$ cat src/rtl/mem_1r1w_sync_init.sv
// 1R1W single-clock memory with registered read, per-lane write mask,
// selectable read-during-write policy and a hardware initialisation sweep.
//
// Port contract:
//   - While init_busy is high every port request (ren, wen, init_req) is
//     ignored and rvalid stays low.
//   - In normal operation a read accepted on one rising edge (ren=1,
//     init_req=0) produces rdata with rvalid=1 during the following cycle
//     only. With no accepted read, rvalid is low and rdata keeps its value.
//   - A write accepted on a rising edge (wen=1, init_req=0) updates only
//     the lanes whose wmask bit is set.
//   - init_req in normal operation drops that cycle's ren/wen and starts a
//     sweep on the next edge.

module mem_1r1w_sync_init #(
    parameter int                    ADDR_WIDTH = 5,
    parameter int                    DATA_WIDTH = 64,
    parameter int                    LANE_WIDTH = 8,
    parameter bit                    RD_BYPASS  = 1'b1,
    parameter logic [DATA_WIDTH-1:0] INIT_VALUE = '0
) (
    input  logic                             clock,
    input  logic                             reset,
    input  logic                             init_req,
    output logic                             init_busy,
    input  logic                             ren,
    input  logic [ADDR_WIDTH-1:0]            raddr,
    output logic                             rvalid,
    output logic [DATA_WIDTH-1:0]            rdata,
    input  logic                             wen,
    input  logic [ADDR_WIDTH-1:0]            waddr,
    input  logic [DATA_WIDTH-1:0]            wdata,
    input  logic [DATA_WIDTH/LANE_WIDTH-1:0] wmask,
    output logic                             dbg_state
);

    localparam int DEPTH  = 1 << ADDR_WIDTH;
    localparam int NLANES = DATA_WIDTH / LANE_WIDTH;

    // Controller states; exported on dbg_state.
    localparam logic [0:0] ST_INIT  = 1'b0;
    localparam logic [0:0] ST_READY = 1'b1;

    // One extra counter bit so the terminal compare can never alias.
    localparam logic [ADDR_WIDTH:0] CNT_LAST = (ADDR_WIDTH + 1)'(DEPTH - 1);
    localparam logic [ADDR_WIDTH:0] CNT_ONE  = (ADDR_WIDTH + 1)'(1);

    // Controller and read-port registers.
    logic [0:0]            state_q, state_d;
    logic [ADDR_WIDTH:0]   cnt_q, cnt_d;
    logic                  rvalid_q, rvalid_d;
    logic [DATA_WIDTH-1:0] rdata_q, rdata_d;

    // Storage array; contents are never reset, only swept.
    logic [DATA_WIDTH-1:0] mem_q [DEPTH];

    // Decoded request qualifiers and datapath nets.
    logic                  port_active;
    logic                  rd_fire;
    logic                  wr_fire;
    logic                  same_addr;
    logic [DATA_WIDTH-1:0] bit_mask;
    logic [DATA_WIDTH-1:0] stored_word;
    logic [DATA_WIDTH-1:0] merged_word;
    logic [DATA_WIDTH-1:0] rd_word;
    logic                  mem_we;
    logic [ADDR_WIDTH-1:0] mem_wa;
    logic [DATA_WIDTH-1:0] mem_wd;

    // Ports are honoured only in READY and only when no sweep is requested.
    always_comb begin
        port_active = (state_q == ST_READY) && !init_req;
        rd_fire     = port_active && ren;
        wr_fire     = port_active && wen;
        same_addr   = (raddr == waddr);
    end

    // Expand the lane mask into a per-bit mask.
    always_comb begin
        bit_mask = '0;
        for (int i = 0; i < NLANES; i++) begin
            bit_mask[i*LANE_WIDTH +: LANE_WIDTH] = {LANE_WIDTH{wmask[i]}};
        end
    end

    // Masked merge of incoming data over the currently stored word.
    always_comb begin
        stored_word = mem_q[waddr];
        merged_word = (stored_word & ~bit_mask) | (wdata & bit_mask);
    end

    // Read source: merged word on a same-address collision when bypassing,
    // otherwise the stored word as it was before this edge.
    always_comb begin
        if (RD_BYPASS && wr_fire && same_addr) begin
            rd_word = merged_word;
        end else begin
            rd_word = mem_q[raddr];
        end
    end

    // Array write port: sweep writes during INIT, masked writes in READY.
    always_comb begin
        mem_we = 1'b0;
        mem_wa = waddr;
        mem_wd = merged_word;
        if (state_q == ST_INIT) begin
            mem_we = 1'b1;
            mem_wa = cnt_q[ADDR_WIDTH-1:0];
            mem_wd = INIT_VALUE;
        end else if (wr_fire) begin
            mem_we = 1'b1;
        end
    end

    // Controller next state: sweep every address once, then serve ports.
    always_comb begin
        state_d = state_q;
        cnt_d   = cnt_q;
        case (state_q)
            ST_INIT: begin
                if (cnt_q == CNT_LAST) begin
                    state_d = ST_READY;
                    cnt_d   = '0;
                end else begin
                    cnt_d   = cnt_q + CNT_ONE;
                end
            end
            ST_READY: begin
                if (init_req) begin
                    state_d = ST_INIT;
                    cnt_d   = '0;
                end
            end
            default: begin
                state_d = ST_INIT;
                cnt_d   = '0;
            end
        endcase
    end

    // Read result next state: load on an accepted read, otherwise hold.
    always_comb begin
        rvalid_d = rd_fire;
        rdata_d  = rd_fire ? rd_word : rdata_q;
    end

    // Controller and read registers; reset forces a fresh sweep.
    always_ff @(posedge clock or negedge reset) begin
        if (!reset) begin
            state_q  <= ST_INIT;
            cnt_q    <= '0;
            rvalid_q <= 1'b0;
            rdata_q  <= '0;
        end else begin
            state_q  <= state_d;
            cnt_q    <= cnt_d;
            rvalid_q <= rvalid_d;
            rdata_q  <= rdata_d;
        end
    end

    // Storage update; not reset, the sweep establishes known contents.
    always_ff @(posedge clock) begin
        if (mem_we) begin
            mem_q[mem_wa] <= mem_wd;
        end
    end

    assign init_busy = (state_q == ST_INIT);
    assign rvalid    = rvalid_q;
    assign rdata     = rdata_q;
    assign dbg_state = state_q[0];

endmodule
$ cat config.mk
export PLATFORM = sky130hd
export DESIGN_NAME = mem_1r1w_sync_init
export DESIGN_NICKNAME = d
export VERILOG_FILES = /design/src/rtl/mem_1r1w_sync_init.sv
export SDC_FILE = /design/constraint.sdc
export NUM_CORES = 2
export LEC_CHECK = 0
export CELL_PAD_IN_SITES_DETAIL_PLACEMENT = 1
export CELL_PAD_IN_SITES_GLOBAL_PLACEMENT = 1
export CORE_ASPECT_RATIO = 0.8
export CORE_MARGIN = 10
export CORE_UTILIZATION = 40
export DETAILED_ROUTE_END_ITERATION = 7
export PLACE_DENSITY = 0.67
export SLEW_MARGIN = 40
export SYNTH_ARGS = -nofsm -noshare
export SYNTH_HDL_FRONTEND = slang
export SYNTH_SLANG_ARGS = --single-unit
$ cat constraint.sdc
create_clock -name clock -period 6.6 [get_ports clock]
set_input_delay 1.32 -clock clock [delete_from_list [all_inputs] [get_ports clock]]
set_output_delay 1.32 -clock clock [all_outputs]
set_load 0.02 [all_outputs]
# == Word level (Yosys, flattened, before mapping) ==
# Memories as Yosys holds them, arrays and structs flattened. A register that Yosys moved wholly into a read port is not among the register bits.
# Cells that the tools add are included.
# classes
n_reduce_logical,5
n_mux,12
n_bitwise,5
addsub,1
n_eq_ne,2
# ops
op,n
$and 64x64->64,2
$mux 64,1
$not 64->64,1
$or 64x64->64,1
$mux 6,2
$pmux 6 s2,1
$add 6x1->6 const B,1
$eq 6x5->1 const B,1
$mux 1,6
$mux 5,1
$logic_and 1x1->1,3
$logic_not 1->1,2
$ne 2x2->1 const B,1
$pmux 1 s2,1
$not 1->1,1
# word_totals
ram_bits,2048
memories,1
output_inout_bits,67
inputBits,87
regBits,8
elab_cells,29
# mem_list
name,depth,word_bits,read_ports,rd_ports_with_merged_regs,write_ports,line,source
mem_q,32,64,2,1,1,55,logic [DATA_WIDTH-1:0] mem_q [DEPTH];

# == Longest topological paths before layout ==
# logic_depth
word_depth,7
mapped_depth,12
ltp_nobuf,7

# == Worst setup path after synthesis ==
# OpenSTA, ideal clock, no wires.
# synth_path
path_kind,input port to flip-flop
start,input waddr[0]
end,memory mem_q[0][0] (enable)
setup_ns,0.486
path_slack_ns,0.755
path_buffers,6
arrival_time_ns,5.358
path_stages,10
t_required_ns,6.114
cell_sequence,buf_6 -> buf_6 -> buf_6 -> buf_6 -> buf_6 -> buf_4 -> nand3b_1 -> o21ai_0 -> nand2_1 -> nor2_1
# synth_via
elab_chain_cells,1
# synth_lines
item,line,source
from (decl),31,"input logic [ADDR_WIDTH-1:0] waddr,"
$mux 5,107,if (state_q == ST_INIT) begin
to (decl),55,
# No other way between the ends.

# == Worst setup path after layout ==
# layout_path
start,"register state_q, in the netlist dbg_state"
end,output init_busy
# layout_via
elab_chain_cells,1
# layout_lines
item,line,source
from (decl),49,"logic [0:0] state_q, state_d;"
from (signal assigned),156,state_q <= state_d;
$not 1->1,-,
to (decl),25,"output logic init_busy,"
# No other way between the ends.

==> reports/summary.txt <==
Max Cap Violations - 0
Synth Register Bits - 2120
Final instance area - 0.1127 mm2
Clock Skew - 49.14 ps
Routed vias/inst - 6.956
Syn Nets - 5633
Largest family of logic cells by synthesized area - multiplexers
Bufs and invs on worst path - 2
Slowest stage cell on the critical path - dfrtp_4
Clock latency at the later pin of the worst-skew pair - 880 ps
Simple-gate portion of the synthesized area - 2.426%
XOR/XNOR share of the synthesized area - 0.07959%
Count of hold-fix buffers inserted at cts - 0
Crit-path cells - clkinv_1 > clkdlybuf4s50_1
Average size of a mapped cell - 17.86 um2
Arrival time worst endpoint - 3090 ps
Tmin final - 4406 ps
Die width - 576.3 um
Die H - 465.1 um
Max rail drop VDD - 254.9 uV
Num CTS Buffers - 216
Vias in the first global route - 64367
Port Buffer Count - 153
Slowest stage delay, CP - 930 ps
Worst path top cell family by delay - buffers and inverters
Per-cell routed wire length - 41.88 um
Initial antenna violation count - 17
Gpl congestion - 0.8462
Leakage - 37.10 nW
Clock buffer depth - 4
CP max FO - 44
Commonest cells after routing, fill and taps aside - 2048 x edfxtp_1, 732 x mux4_2, 604 x mux2i_1
Nets - 5806
Synth Cell Area - 0.09904 mm2
Die Area - 0.2680 mm2
Synth Area in Compound Gates - 7.441%
IO Pins - 154
Initial DRC Count - 10549
Synth Area in Adders - 0.01263%
Core Area - 0.2466 mm2
CTS tree - yes
Worst-path clk slew - 60 ps
Hold WS - 354.3 ps
Postcts setup bufs - 0
Htree depth - 4
GRT overflow - 0
Worst Hold Class - primary input to asynchronous set/reset pin
WS Path Type - flip-flop to output port
Top FF cell, synth - edfxtp_1
DP Area - 0.1056 mm2
Hpwl dp - 222000 um
Final max-slew violation count - 0
Post-synth EDFFs - 2048
Power density over the cells - 311.8 mW/mm2
Proportion of synthesized area in mux cells - 23.49%
Final wirelength - 385500 um
DRC - 0
Cells after Synth - 5545
First-pass GRT wire length - 531700 um
Detailed Routing Iterations Pass 1 - 6
RSZ-0062 raised after global routing - false
Setup tns final - 0 ps
Worst slew margin - 36.80%
Yosys warnings - 0
Element type at the critical path end - output port
Post-route ant nets - 0
Initial Util - 40.17%
Ys async rst share - 3.396%
# clock sinks - 2120
CP startpoint kind - flip-flop
Layout cell share with drive strength beyond 1 - 25.58%
Required @ worst endpoint - 5280 ps
GR Util All Layers - 27.82%
Synth-to-layout area growth - 13.76%
Distinct cells, synth - 77
Clock root buffer - clkbuf_16
Status - finished, final reports clean
Least-Margin Pin Slew - 948.0 ps
Final setup viols - 0
Via count - 64034
Final period util - 66.76%
Post-CTS Resized - 0
Register area share after synthesis - 63.91%
Rows - 163
Max Fclk - 0.2270 GHz
Final hold vios - 0
Leading cell type in the layout, fill and taps excluded - edfxtp_1
Pin count of the biggest net entering global routing - 117
==> cell type report <==
class,instances,area (um2)
multi-input cells,2961,33680
clock inverters,111,1045
clock buffers,284,5957
diodes,10,25.02
flip-flops and latches,2120,63300
repair buffers,403,4456
well taps,3300,4129
inverters,16,65.06
fillers,23115,133900
==> routing by layer <==
metal / part of all wire [%] / track usage (%)
met1: 40 / 40.12
met2: 43 / 40.51
met3: 13 / 7.493
met4: 4.3 / 10.06
met5: 0.0031 / 0
==> final timing paths <==
| path | startpoint | to | slack (ps) | cells past startpoint |
|---|---|---|---|---|
| worst max register to register | dbg_state | rdata[32] | 2460 | 8 |
| worst min-delay path | reset | rdata[12] | 350 | 1 |
| max in group asynchronous | reset | rdata[33] | 5000 | 2 |
| worst min register to register | rdata[30] | rdata[30] | 540 | 1 |
| min in group clock | rdata[30] | rdata[30] | 540 | 1 |
| worst max-delay path | dbg_state | init_busy | 2190 | 2 |
==> logic make-up after synthesis <==
kind of cell | Yosys count
muxes | 1400
buffers and inverters | 464
xor gates and xnor gates | 9
and+or+nand+nor | 508
adders and majority gates | 1
DFF | 2120
AOI/OAI and AO/OA | 1043
==> Yosys cell counts (46+ instances only) <==
library cell  number  area, um2
a211oi_1          50      375.4
a21oi_1          157      785.8
a22oi_1          432       3243
buf_2            111      555.5
buf_4             58      435.4
buf_6             56      630.6
clkbuf_1         200      750.7
dfrtp_1           72       1802
edfxtp_1        2048      61500
mux2_2            63      709.4
mux2i_1          604       6046
mux4_2           732      16490
nand2_1          173      649.4
nand3_1           90      450.4
nor2_1           112      420.4
o21a_1            46      345.3
o21ai_0          121      605.6
==> per-stage QoR <==
| step | total power [mW] | cells | setup WS [ps] | util [%] |
|---|---|---|---|---|
| final | 35.13 | 9205 | 2194 | 45.69 |
| after global routing | 36.04 | 9195 | 2157 | 45.68 |
| after CTS | 35.09 | 9193 | 2150 | 45.67 |
| after detailed placement | 22.79 | 8798 | 1699 | 42.83 |
| after global placement | 22.58 | 8786 | 1650 | 42.68 |
| after floorplan | 19.85 | 5545 | 755.5 | - |
==> power breakdown <==
| group | switching (mW) | leakage, nW | internal [mW] | total [mW] |
|---|---|---|---|---|
| clock network | 5.39 | 3.44 | 7.07 | 12.5 |
| registers | 0.669 | 19.9 | 16.2 | 16.8 |
| logic | 3.88 | 13.8 | 1.96 | 5.84 |
==> state kept, by name (all words and copies together) (netlist names) <==
signal	count
cnt_q	6
mem_q	2048
rdata	64
rvalid	1
dbg_state	1
Power figures use the tool's default switching activity.
